--- config.mk ---
export PLATFORM = sky130hd
export DESIGN_NAME = jstk_reader
export DESIGN_NICKNAME = d
export VERILOG_FILES = /design/src/rtl/jstk_reader.sv
export SDC_FILE = /design/constraint.sdc
export NUM_CORES = 1
export LEC_CHECK = 0
export BUFFER_PORTS_ARGS = -buffer_cell sky130_fd_sc_hd__buf_2
export CAP_MARGIN = 10
export CORE_MARGIN = 3
export CORE_UTILIZATION = 52
export CTS_CLUSTER_SIZE = 25
export DETAILED_ROUTE_END_ITERATION = 8
export PLACE_DENSITY = 0.67
export SLEW_MARGIN = 20
export SYNTH_ARGS = -nofsm -noshare
export SYNTH_HDL_FRONTEND = slang
export SYNTH_SLANG_ARGS = --single-unit
--- constraint.sdc ---
create_clock -name clk -period 3 [get_ports clk]
set_input_delay 0.3 -clock clk [delete_from_list [all_inputs] [get_ports clk]]
set_output_delay 0.3 -clock clk [all_outputs]
set_load 0.02 [all_outputs]
--- src/rtl/jstk_reader.sv ---
// PmodJSTK poller: SPI mode-0 master that reads X/Y/buttons each poll period and
// emits one-cycle direction pulses. Define JSTK_AUTOREPEAT_EN to add held-direction auto-repeat.
module jstk_reader #(
    parameter int CLK_DIV        = 50,
    parameter int SS_SETUP       = 1500,
    parameter int BYTE_GAP       = 1000,
    parameter int POLL_PERIOD    = 1000000,
    parameter int LOW_TH         = 300,
    parameter int HIGH_TH        = 700,
    parameter int REPEAT_SAMPLES = 20
) (
    input  logic       clk,
    input  logic       rst,
    input  logic       en,
    input  logic [1:0] led,
    input  logic       miso,
    output logic       ss,
    output logic       sclk,
    output logic       mosi,
    output logic [3:0] jstkPos,
    output logic [9:0] jstk_x,
    output logic [9:0] jstk_y,
    output logic [2:0] jstk_btn,
    output logic       sample_valid
);

    localparam logic [31:0] DIV_LAST   = 32'(CLK_DIV - 1);
    localparam logic [31:0] SETUP_LAST = 32'(SS_SETUP - 1);
    localparam logic [31:0] GAP_LAST   = 32'(BYTE_GAP - 1);
    localparam logic [31:0] POLL_LAST  = 32'(POLL_PERIOD - 1);
    localparam logic [9:0]  LOW_V      = 10'(LOW_TH);
    localparam logic [9:0]  HIGH_V     = 10'(HIGH_TH);
    localparam logic [9:0]  CENTER     = 10'd512;

    // Frame starts are driven by a free-running counter, so a frame must fit inside one period.
    if (POLL_PERIOD <= SS_SETUP + 80 * CLK_DIV + 4 * BYTE_GAP + 1 || REPEAT_SAMPLES < 1
        || CLK_DIV < 1 || SS_SETUP < 1 || BYTE_GAP < 1) begin : g_param_check
        $error("jstk_reader: invalid parameter set");
    end

    typedef enum logic [2:0] {IDLE, SETUP, SHIFT, GAP, DONE} state_t;

    state_t      state_reg, state_next;
    logic [31:0] poll_reg, poll_next;
    logic [31:0] tmr_reg, tmr_next;
    logic [3:0]  half_reg, half_next;
    logic [2:0]  byte_reg, byte_next;
    logic [7:0]  tx_reg, tx_next;
    logic [7:0]  rx_reg, rx_next;
    logic [7:0]  xlo_reg, xlo_next, ylo_reg, ylo_next;
    logic [1:0]  xhi_reg, xhi_next, yhi_reg, yhi_next;
    logic [3:0]  prev_reg, prev_next;
    logic        ss_reg, ss_next, sclk_reg, sclk_next, mosi_reg, mosi_next;
    logic [3:0]  pos_reg, pos_next;
    logic [9:0]  x_reg, x_next, y_reg, y_next;
    logic [2:0]  btn_reg, btn_next;
    logic        valid_reg, valid_next;
`ifdef JSTK_AUTOREPEAT_EN
    localparam logic [15:0] REP_V = 16'(REPEAT_SAMPLES);
    logic [15:0] rep_reg, rep_next;
`endif

    logic [7:0] cmd_byte;
    logic [9:0] new_x, new_y;
    logic [3:0] dir_now, dir_rise;

    assign cmd_byte = {6'b100000, led};
    assign new_x    = {xhi_reg, xlo_reg};
    assign new_y    = {yhi_reg, ylo_reg};
    // Bit order matches jstkPos: [0] up, [1] down, [2] left, [3] right.
    assign dir_now  = {new_x > HIGH_V, new_x < LOW_V, new_y < LOW_V, new_y > HIGH_V};
    assign dir_rise = dir_now & ~prev_reg;

    always_comb begin
        state_next = state_reg;
        poll_next  = (poll_reg == POLL_LAST) ? 32'd0 : poll_reg + 32'd1;
        tmr_next   = tmr_reg;
        half_next  = half_reg;
        byte_next  = byte_reg;
        tx_next    = tx_reg;
        rx_next    = rx_reg;
        xlo_next   = xlo_reg;
        xhi_next   = xhi_reg;
        ylo_next   = ylo_reg;
        yhi_next   = yhi_reg;
        prev_next  = prev_reg;
        ss_next    = ss_reg;
        sclk_next  = sclk_reg;
        mosi_next  = mosi_reg;
        pos_next   = 4'b0000;
        x_next     = x_reg;
        y_next     = y_reg;
        btn_next   = btn_reg;
        valid_next = 1'b0;
`ifdef JSTK_AUTOREPEAT_EN
        rep_next   = rep_reg;
`endif
        case (state_reg)
            IDLE: begin
                if (poll_reg == POLL_LAST && en) begin
                    ss_next    = 1'b0;
                    tmr_next   = 32'd0;
                    state_next = SETUP;
                end
            end
            SETUP: begin
                if (tmr_reg == SETUP_LAST) begin
                    state_next = SHIFT;
                    tmr_next   = 32'd0;
                    half_next  = 4'd0;
                    byte_next  = 3'd0;
                    tx_next    = cmd_byte;
                    mosi_next  = cmd_byte[7];
                end else begin
                    tmr_next = tmr_reg + 32'd1;
                end
            end
            SHIFT: begin
                if (tmr_reg == DIV_LAST) begin
                    tmr_next  = 32'd0;
                    half_next = half_reg + 4'd1;
                    if (!half_reg[0]) begin
                        sclk_next = 1'b1;
                        rx_next   = {rx_reg[6:0], miso};
                    end else begin
                        sclk_next = 1'b0;
                        if (half_reg != 4'd15) begin
                            tx_next   = {tx_reg[6:0], 1'b0};
                            mosi_next = tx_reg[6];
                        end else begin
                            mosi_next = 1'b0;
                            if (byte_reg == 3'd4) begin
                                state_next = DONE;
                                ss_next    = 1'b1;
                                x_next     = new_x;
                                y_next     = new_y;
                                btn_next   = rx_reg[2:0];
                                valid_next = 1'b1;
                                pos_next   = dir_rise;
                                prev_next  = dir_now;
`ifdef JSTK_AUTOREPEAT_EN
                                if (dir_now == 4'b0000 || dir_rise != 4'b0000) begin
                                    rep_next = 16'd0;
                                end else if (rep_reg + 16'd1 == REP_V) begin
                                    rep_next = 16'd0;
                                    pos_next = dir_now;
                                end else begin
                                    rep_next = rep_reg + 16'd1;
                                end
`endif
                            end else begin
                                case (byte_reg)
                                    3'd0:    xlo_next = rx_reg;
                                    3'd1:    xhi_next = rx_reg[1:0];
                                    3'd2:    ylo_next = rx_reg;
                                    default: yhi_next = rx_reg[1:0];
                                endcase
                                byte_next  = byte_reg + 3'd1;
                                state_next = GAP;
                            end
                        end
                    end
                end else begin
                    tmr_next = tmr_reg + 32'd1;
                end
            end
            GAP: begin
                if (tmr_reg == GAP_LAST) begin
                    state_next = SHIFT;
                    tmr_next   = 32'd0;
                    half_next  = 4'd0;
                    tx_next    = 8'h00;
                    mosi_next  = 1'b0;
                end else begin
                    tmr_next = tmr_reg + 32'd1;
                end
            end
            DONE:    state_next = IDLE;
            default: state_next = IDLE;
        endcase
    end

    always_ff @(posedge clk) begin
        if (!rst) begin
            state_reg <= IDLE;
            poll_reg  <= 32'd0;
            tmr_reg   <= 32'd0;
            half_reg  <= 4'd0;
            byte_reg  <= 3'd0;
            tx_reg    <= 8'h00;
            rx_reg    <= 8'h00;
            xlo_reg   <= 8'h00;
            xhi_reg   <= 2'b00;
            ylo_reg   <= 8'h00;
            yhi_reg   <= 2'b00;
            prev_reg  <= 4'b0000;
            ss_reg    <= 1'b1;
            sclk_reg  <= 1'b0;
            mosi_reg  <= 1'b0;
            pos_reg   <= 4'b0000;
            x_reg     <= CENTER;
            y_reg     <= CENTER;
            btn_reg   <= 3'b000;
            valid_reg <= 1'b0;
`ifdef JSTK_AUTOREPEAT_EN
            rep_reg   <= 16'd0;
`endif
        end else begin
            state_reg <= state_next;
            poll_reg  <= poll_next;
            tmr_reg   <= tmr_next;
            half_reg  <= half_next;
            byte_reg  <= byte_next;
            tx_reg    <= tx_next;
            rx_reg    <= rx_next;
            xlo_reg   <= xlo_next;
            xhi_reg   <= xhi_next;
            ylo_reg   <= ylo_next;
            yhi_reg   <= yhi_next;
            prev_reg  <= prev_next;
            ss_reg    <= ss_next;
            sclk_reg  <= sclk_next;
            mosi_reg  <= mosi_next;
            pos_reg   <= pos_next;
            x_reg     <= x_next;
            y_reg     <= y_next;
            btn_reg   <= btn_next;
            valid_reg <= valid_next;
`ifdef JSTK_AUTOREPEAT_EN
            rep_reg   <= rep_next;
`endif
        end
    end

    assign ss           = ss_reg;
    assign sclk         = sclk_reg;
    assign mosi         = mosi_reg;
    assign jstkPos      = pos_reg;
    assign jstk_x       = x_reg;
    assign jstk_y       = y_reg;
    assign jstk_btn     = btn_reg;
    assign sample_valid = valid_reg;

endmodule
==> flow_summary_export.csv, run 1 <==
group,metric,value,unit
run_status,run_status,"finished clean",
clock_network,numCtsBuffers,17,
setup_path,timing.critical_path.from,"poll_reg[0]$_SDFF_PP0_",
pwr,peakVddDrop,360,µV
yosys,synth-compound-area-share,0.126,
clock_network,hold_buffers,0,
clock_network,tritoncts,"done",
grt,grt_max_degree,70,
setup_path,critical_path.max_fanout,7,
pwr,leakagePower,2.91,nW
grt,antenna_found_initial,0,
setup_path,critical_path_arrival,3.21,ns
floorplan,starting_density_of_the_core,0.537,
place,numPortBuffers,36,
yosys,top_cell_type_s_share_of_synthesized_area,0.443,
place,place_hpwl,10500,µm
timing,final_report_max_slew_violation_count,0,
route,drt_drc_violations_left,0,
floorplan,core.rowCount,40,
yosys,synth-edff-count,0,
yosys,yosys.cell_count.top_type,"dfxtp_1",
timing,worst_slack,0.131,ns
setup_path,worstSetupEndpointType,"flop",
grt,grt_remaining_overflow,0,
pwr,power-per-cell-area,544,nW/µm²
yosys,synth.ff_latch_count,144,
yosys,postSynth.asyncResetShare,0,
yosys,syn_area_per_cell,8.24,µm²
floorplan,dieArea,13900,µm²
grt,grt_pass1_vias,5409,
finish,nNetsFinal,841,
grt,grt_pass1_wl,25700,µm
finish,fillerInstances,1121,
route,drt_pass1_iterations,5,
setup_path,setup.reg_to_reg.worst_slack,0.13,ns
clock_network,cts.clk_slew.worst_paths,0.06,ns
floorplan,dieHeight,118,µm
yosys,synth_top_family_by_area,"simple AND/OR/NAND/NOR gates",
timing,fmax,348,MHz
timing,unrepaired_setup_endpoints_after_global_routing,"no",
yosys,synth_cell_type_count,56,
floorplan,boundaryPins,37,
timing,max-slew-margin-rel,0.410,
setup_path,list_of_cells_traversed_by_the_critical_path,"ha_1 > nand3_1 > nor4_1 > a31oi_1 > or4_1 > a31oi_1",
grt,groute.usage.overall,0.223,
timing,final.setup.tns,0,ns
timing,setup_viol_count_final,0,
setup_path,worst_path_most_repeated_cell,"a31oi_1",
finish,num_antenna_cells,0,
flow_run,maxCapViolCount,0,
clock_network,clock_sink_count,144,
setup_path,reg2reg_depth,6,
yosys,synthFlopType,"dfxtp_1",
finish,area.growth.synth_to_final,15.0,%
timing,tcrit_tclk_final,0.956,
setup_path,slowest_stage,"nor4_1",
yosys,yosysTopAreaCell,"dfxtp_1",
route,drt-initial-drc-count,414,
hold_path,worstHoldPathType,"in2reg",
yosys,synth_fp_nets,804,
clock_network,cts_resized,0,
yosys,netlist_top_cells_area,"dfxtp_1 44%, nand2_1 7.8%, nor2_1 4.8%",
setup_path,critical_path.max_stage_delay,0.77,ns
yosys,ys_top_cells_by_count,"144 x dfxtp_1, 135 x nand2_1, 84 x nor2_1",
timing,final_hold_viol_count,0,
setup_path,r2r_end,"tmr_reg[14]$_SDFFE_PN0P_",
clock_network,cts.root.buffer_cell,"clkbuf_16",
setup_path,critPathKind,"reg2reg",
timing,fin_crit,2.87,ns
route,vias,5805,
yosys,netlist_instances,790,
setup_path,timing.critical_path.to,"tmr_reg[14]$_SDFFE_PN0P_",
yosys,synthSimpleGateAreaFrac,0.304,
place,pre_cts_ws,0.189,ns
route,routedWlPerCell,15.0,µm
yosys,synth-seq-area-share,0.443,
clock_network,htree_num_levels,4,
route,final_antenna_net_count,0,
yosys,synth_xor_xnor_area_share,0.0444,
setup_path,worstPathRequired,3.34,ns
timing,worst_clock_skew,0.0108,ns
yosys,synth-adder-area-share,0.0154,
setup_path,timing.rr.start,"poll_reg[0]$_SDFF_PP0_",
setup_path,worst_setup_path_start_kind,"flop",
clock_network,cts.path.max_buffers,2,
place,replace_congestion,0.889,
floorplan,die-width,118,µm
yosys,ys_warn_count,0,
clock_network,clk-insertion-delay-late,0.42,ns
finish,fraction_of_final_layout_cells_with_drive_strength_greater_than_1,0.120,
yosys,netlist_area,6510,µm²
clock_network,number_of_buffers_inserted_to_repair_setup_after_cts,0,
route,detail_route.wirelength,15100,µm
floorplan,design.core.area,12100,µm²
route,post_drt_via_cell_ratio,5.76,
yosys,mux_cell_area_share_after_synthesis,0.0384,
timing,worst-slew-pin-transition,0.877,ns
## placed cells by master (no fill, tap or decap), drive strengths merged, types with 5 or more instances in the layout
cell / n
buf: 55
and3: 16
nand2: 136
o21ai: 29
clkinv: 5
mux2i: 25
nor4: 18
nor3: 6
dfxtp: 144
clkbuf: 18
ha: 8
nand3: 57
nor4b: 6
xnor2: 10
or3: 10
nand4: 18
or2: 5
nor2: 84
a21oi: 56
xor2: 23
and4: 13
a31oi: 18
inv: 19
## power by group
| group | internal, mW | switching (mW) |
|---|---|---|
| Clock | 1.17 | 0.848 |
| Combinational | 0.0356 | 0.0850 |
| Sequential | 1.92 | 0.00851 |
| Total | 3.13 | 0.941 |
## cells by family after synthesis
| logic type | Yosys count |
|---|---|
| simple gates | 395 |
| flops | 144 |
| compound gates | 135 |
| buf+inv | 50 |
| xor+xnor | 33 |
| mux | 25 |
| fa+ha+maj | 8 |
## critical path, delay by kind of cell (launching register included)
kind / cells / cell delay, ns
DFF: 1 / 0.40
adders and majority gates: 1 / 0.23
and+or+nand+nor: 3 / 1.54
AOI/OAI and AO/OA: 2 / 0.62
## routing by layer
layer	part of all wire	vias up	wire [µm]	global-route usage
li1	-	2886	-	-
met1	0.45	2755	6740	0.291
met2	0.50	138	7490	0.367
met3	0.040	26	607	0.0423
met4	0.018	0	270	0.0842
met5	0	-	0	0
## through the flow
step	instances	cell area (µm²)	utilization	total power, mW	hold WS, ns
after floorplan	790	6510	-	2.05	0.398
after global placement	976	6910	0.570	2.08	0.405
after detailed placement	976	6920	0.571	2.09	0.426
after CTS	1008	7480	0.618	4.11	0.122
after global routing	1008	7480	0.618	4.20	0.138
final	1008	7480	0.618	4.07	0.136
## cell type report
cell class / count / area, µm² / share of cell area
Tap cell: 168 / 210 / 0.0281
Inverter: 13 / 48.8 / 0.00652
Clock buffer: 18 / 439 / 0.0587
Timing Repair Buffer: 55 / 323 / 0.0431
Multi-Input combinational cell: 596 / 3450 / 0.461
Clock inverter: 14 / 130 / 0.0174
Sequential cell: 144 / 2880 / 0.385
## worst min path at each step
| stage | startpoint | end | slack (ns) | cells past startpoint |
|---|---|---|---|---|
| 2_1_floorplan | prev_reg[1]$_SDFFE_PN0P_ | jstkPos[1]$_SDFF_PP0_ | 0.40 | 1 |
| 3_3_place_gp | prev_reg[2]$_SDFFE_PN0P_ | jstkPos[2]$_SDFF_PP0_ | 0.40 | 1 |
| 5_1_grt | miso | rx_reg[0]$_SDFFE_PN0P_ | 0.14 | 3 |
| 6_report | miso | rx_reg[0]$_SDFFE_PN0P_ | 0.14 | 3 |
| 4_1_cts | miso | rx_reg[0]$_SDFFE_PN0P_ | 0.12 | 3 |
| 3_5_place_dp | prev_reg[0]$_SDFFE_PN0P_ | jstkPos[0]$_SDFF_PP0_ | 0.43 | 1 |
Power figures use the tool's default switching activity.
==> inputs of run 2 (changes only) <==
--- a/config.mk
+++ b/config.mk
@@ -12,6 +12,7 @@
 export CTS_CLUSTER_SIZE = 25
 export DETAILED_ROUTE_END_ITERATION = 8
 export PLACE_DENSITY = 0.67
+export RECOVER_POWER = 100
 export SLEW_MARGIN = 20
 export SYNTH_ARGS = -nofsm -noshare
 export SYNTH_HDL_FRONTEND = slang
==> flow_summary_export.csv, run 2 (same netlist as run 1, synthesis figures left out) <==
group,metric,value,unit
hold_path,holdCritStartpoint,"miso",
finish,nNetsFinal,841,
pwr,peakVddDrop,360,µV
setup_path,critical_path.max_fanout,7,
finish,fraction_of_final_layout_cells_with_drive_strength_greater_than_1,0.0798,
timing,worst-slew-pin-transition,0.947,ns
floorplan,dieArea,13900,µm²
setup_path,critical_path_arrival,3.25,ns
place,pre_cts_ws,0.189,ns
clock_network,numCtsBuffers,17,
route,routedWlPerCell,15.0,µm
setup_path,timing.rr.start,"poll_reg[0]$_SDFF_PP0_",
pwr,netSwitchingFraction,0.231,
flow_run,maxCapViolCount,0,
timing,final_hold_viol_count,0,
clock_network,htree_num_levels,4,
grt,grt_pass1_vias,5409,
setup_path,critPathKind,"reg2reg",
floorplan,design.core.area,12100,µm²
clock_network,cts.clk_slew.worst_paths,0.06,ns
route,detail_route.wirelength,15100,µm
place,numPortBuffers,36,
setup_path,r2r_end,"tmr_reg[14]$_SDFFE_PN0P_",
pwr,power.sequential.fraction,0.474,
pwr,power-per-cell-area,548,nW/µm²
clock_network,tritoncts,"done",
pwr,pwr-share-comb,0.029,
pwr,leakagePower,2.78,nW
hold_path,worst_hold_path_endpoint,"rx_reg[0]$_SDFFE_PN0P_",
clock_network,cts.path.max_buffers,2,
finish,final_common_cell,"dfxtp_1",
clock_network,cts_resized,0,
timing,worst_clock_skew,0.00963,ns
floorplan,core.rowCount,40,
clock_network,number_of_buffers_inserted_to_repair_setup_after_cts,0,
hold_path,holdPathStages,3,
floorplan,starting_density_of_the_core,0.537,
route,drt-initial-drc-count,425,
timing,unrepaired_setup_endpoints_after_global_routing,"no",
place,place_hpwl,10500,µm
timing,fmax,344,MHz
route,drt_pass1_iterations,5,
finish,post_layout_nonfiller_instances,1008,
floorplan,boundaryPins,37,
clock_network,clk-insertion-delay-late,0.42,ns
grt,grt_remaining_overflow,0,
setup_path,worstSetupEndpointType,"flop",
setup_path,setup.reg_to_reg.worst_slack,0.1,ns
setup_path,worst_setup_path_start_kind,"flop",
timing,final_report_max_slew_violation_count,0,
timing,fin_crit,2.90,ns
clock_network,hold_buffers,0,
clock_network,clock_sink_count,144,
route,post_drt_via_cell_ratio,5.74,
place,replace_congestion,0.889,
pwr,cell_internal_pwr,3.13,mW
finish,num_antenna_cells,0,
grt,antenna_found_initial,0,
route,drt_drc_violations_left,0,
pwr,power_frac_clock,0.497,
setup_path,worstPathRequired,3.34,ns
route,vias,5785,
finish,commonest_non_fill_non_tap_cells_in_the_layout,"144 x dfxtp_1, 135 x nand2_1, 84 x nor2_1",
route,final_antenna_net_count,0,
floorplan,dieHeight,118,µm
grt,grt_max_degree,70,
finish,area.growth.synth_to_final,14.0,%
timing,tcrit_tclk_final,0.968,
run_status,run_status,"finished clean",
timing,worst_slack,0.0952,ns
timing,max-slew-margin-rel,0.363,
hold_path,worstHoldPathType,"in2reg",
grt,grt_pass1_wl,25700,µm
floorplan,die-width,118,µm
clock_network,cts.root.buffer_cell,"clkbuf_16",
grt,groute.usage.overall,0.223,
timing,setup_viol_count_final,0,
place,place_inst,976,
timing,final.setup.tns,0,ns
pwr,switchingPower,0.941,mW
setup_path,reg2reg_depth,6,
[run 2: changes by cell type in the layout (fill, tap and decap cells not counted), moves of 4 or more]
cell      change
clkbuf_2      +4
o21ai_1       -7
buf_4         -6
clkbuf_1     +33
buf_2        -31
o21ai_0       +7
[run 2: through the flow]
| stage | area (µm²) | util | power, mW | hold slack [ns] |
|---|---|---|---|---|
| 6_report | 7420 | 0.613 | 4.07 | 0.136 |
| 5_1_grt | 7420 | 0.613 | 4.20 | 0.138 |
| 4_1_cts | 7480 | 0.618 | 4.11 | 0.122 |
| 3_5_place_dp | 6920 | 0.571 | 2.09 | 0.426 |
| 3_3_place_gp | 6910 | 0.570 | 2.08 | 0.405 |
| 2_1_floorplan | 6510 | - | 2.05 | 0.398 |
[run 2: metal layers]
metal  vias to the layer above  GRT usage  routed length, µm
met5                         -          0                  0
met4                         0     0.0842                282
met3                        29     0.0423                576
met2                       114      0.367               7440
met1                      2755      0.291               6820
li1                       2887          -                  -
[run 2: power by group through the flow]
stage	logic [mW]	registers, mW	clock network, mW
finish	0.117	1.93	2.02
global route	0.130	1.93	2.14
CTS	0.120	1.93	2.07
detailed placement	0.120	1.97	0
global placement	0.117	1.97	0
floorplan	0.0807	1.97	0
[run 2: cell type report]
type | instances | area (µm²)
Timing Repair Buffer | 55 | 267
Fill cell | 1142 | 4690
Inverter | 13 | 48.8
Clock inverter | 14 | 130
Clock buffer | 18 | 439
Tap cell | 168 | 210
Multi-Input combinational cell | 596 | 3440
Sequential cell | 144 | 2880
[run 2: worst max-delay path, stage by stage (launching register included)]
cell and delay (ns):
dfxtp_1 0.40, ha_1 0.23, nand3_1 0.20, nor4_1 0.80, a31oi_1 0.44, or4_1 0.57
a31oi_1 0.18
[run 2: worst max path at each step]
stage | to | slack, ns | startpoint | cells after the start
finish | tmr_reg[14]$_SDFFE_PN0P_ | 0.1 | poll_reg[0]$_SDFF_PP0_ | 6
floorplan | tx_reg[0]$_SDFFE_PN0P_ | 0.66 | tmr_reg[0]$_SDFFE_PN0P_ | 8
CTS | tmr_reg[14]$_SDFFE_PN0P_ | 0.16 | poll_reg[0]$_SDFF_PP0_ | 6
detailed placement | tmr_reg[14]$_SDFFE_PN0P_ | 0.19 | poll_reg[0]$_SDFF_PP0_ | 6
global route | tmr_reg[14]$_SDFFE_PN0P_ | 0.02 | poll_reg[0]$_SDFF_PP0_ | 6
global placement | tmr_reg[9]$_SDFFE_PN0P_ | 0.17 | tmr_reg[0]$_SDFFE_PN0P_ | 7
==> inputs of run 3 (changes only) <==
--- a/config.mk
+++ b/config.mk
@@ -11,7 +11,7 @@
 export CORE_UTILIZATION = 52
 export CTS_CLUSTER_SIZE = 25
 export DETAILED_ROUTE_END_ITERATION = 8
-export PLACE_DENSITY = 0.67
+export PLACE_DENSITY = 0.81
 export RECOVER_POWER = 100
 export SLEW_MARGIN = 20
 export SYNTH_ARGS = -nofsm -noshare
==> flow_summary_export.csv, run 3 (same netlist as run 1, synthesis figures left out) <==
group,metric,value,unit
grt,grt_remaining_overflow,0,
timing,fmax,367,MHz
timing,final_report_max_slew_violation_count,0,
timing,worst_clock_skew,0.00819,ns
place,placed_area,6910,µm²
setup_path,worstSetupEndpointType,"flop",
run_status,run_status,"finished clean",
floorplan,design.core.area,12100,µm²
grt,grt_max_degree,71,
finish,post_layout_nonfiller_instances,1004,
timing,tcrit_tclk_final,0.909,
clock_network,cts.root.buffer_cell,"clkbuf_16",
clock_network,htree_num_levels,4,
finish,postLayoutCellArea,7430,µm²
setup_path,setup.reg_to_reg.worst_slack,0.27,ns
finish,area.growth.synth_to_final,14.1,%
route,post_drt_via_cell_ratio,5.70,
timing,unrepaired_setup_endpoints_after_global_routing,"no",
pwr,peakVddDrop,437,µV
finish,nNetsFinal,838,
finish,sequential_cell_area,2880,µm²
floorplan,core.rowCount,40,
floorplan,dieArea,13900,µm²
route,vias,5725,
place,place_hpwl,9500,µm
timing,final.setup.tns,0,ns
floorplan,dieHeight,118,µm
timing,max-slew-margin-rel,0.460,
setup_path,critPathKind,"reg2reg",
timing,fin_crit,2.73,ns
finish,num_antenna_cells,0,
floorplan,die-width,118,µm
route,drt_drc_violations_left,0,
route,drt-initial-drc-count,454,
clock_network,clock_sink_count,144,
route,drt_pass1_iterations,5,
timing,worst-slew-pin-transition,0.810,ns
flow_run,maxCapViolCount,0,
finish,fraction_of_final_layout_cells_with_drive_strength_greater_than_1,0.0754,
grt,grt_pass1_wl,24800,µm
floorplan,starting_density_of_the_core,0.537,
floorplan,boundaryPins,37,
timing,setup_viol_count_final,0,
route,detail_route.wirelength,14400,µm
grt,grt_pass1_vias,5322,
place,replace_congestion,0.860,
clock_network,clk-insertion-delay-late,0.43,ns
hold_path,worstHoldPathType,"in2reg",
setup_path,critical_path_arrival,3.05,ns
clock_network,number_of_buffers_inserted_to_repair_setup_after_cts,0,
finish,fillerInstances,1057,
finish,final_common_cell,"dfxtp_1",
pwr,power-per-cell-area,549,nW/µm²
setup_path,worstPathRequired,3.32,ns
clock_network,numCtsBuffers,17,
pwr,leakagePower,2.77,nW
clock_network,hold_buffers,0,
finish,multi_input_gate_area_in_the_final_layout,3460,µm²
route,routedWlPerCell,14.4,µm
clock_network,cts.path.max_buffers,2,
timing,final_hold_viol_count,0,
finish,commonest_non_fill_non_tap_cells_in_the_layout,"144 x dfxtp_1, 135 x nand2_1, 84 x nor2_1",
grt,antenna_found_initial,0,
clock_network,cts_resized,0,
setup_path,critical_path.max_fanout,13,
route,final_antenna_net_count,0,
place,place_inst,973,
setup_path,worst_setup_path_start_kind,"flop",
clock_network,tritoncts,"done",
clock_network,cts.clk_slew.worst_paths,0.06,ns
grt,groute.usage.overall,0.212,
place,numPortBuffers,36,
[run 3: area by class of cell]
class | instances | share of cell area
clock inverter | 12 | 0.0170
inverter | 13 | 0.00657
timing repair buffer | 52 | 0.0352
sequential | 144 | 0.388
tap | 168 | 0.0283
multi-input combinational | 596 | 0.465
clock buffer | 19 | 0.0596
[run 3: power by group]
part / switching [mW] / internal [mW] / total (mW)
clock: 0.859 / 1.18 / 2.04
sequential: 0.00938 / 1.92 / 1.93
combinational: 0.0808 / 0.0318 / 0.113
total: 0.950 / 3.13 / 4.08
[run 3: final timing paths]
kind / from / endpoint / cells past startpoint
setup reg to reg: tmr_reg[0]$_SDFFE_PN0P_ / tmr_reg[2]$_SDFFE_PN0P_ / 8
hold reg to reg: prev_reg[2]$_SDFFE_PN0P_ / jstkPos[2]$_SDFF_PP0_ / 1
setup / recovery: tmr_reg[0]$_SDFFE_PN0P_ / tmr_reg[2]$_SDFFE_PN0P_ / 8
hold / removal: miso / rx_reg[0]$_SDFFE_PN0P_ / 3
[run 3: layer usage]
metal  wire length [µm]  track usage  part of all wire  vias up
met5                  0            0                 0        -
met3                753       0.0495             0.052       26
met4                249       0.0813             0.017        0
li1                   -            -                 -     2880
met2               6610        0.336              0.46      150
met1               6840        0.280              0.47     2669
[run 3: stage by stage]
step                      worst slack (ns)  hold WS (ns)   util  power, mW
after floorplan                      0.659         0.398      -       2.05
after global placement               0.440         0.408  0.570       2.08
after detailed placement             0.311         0.411  0.570       2.08
after CTS                            0.296         0.119  0.617       4.11
after global routing                0.0554         0.147  0.613       4.19
final                                0.273         0.130  0.613       4.08
[run 3: critical path: stages, from the launching register on]
cell and delay [ns]:
dfxtp_1 0.43, ha_1 0.20, nor4b_1 0.30, nand4_2 0.24
a221o_1 0.43, o21ai_1 0.13, clkbuf_1 0.57, o21ai_1 0.11
a22o_1 0.20
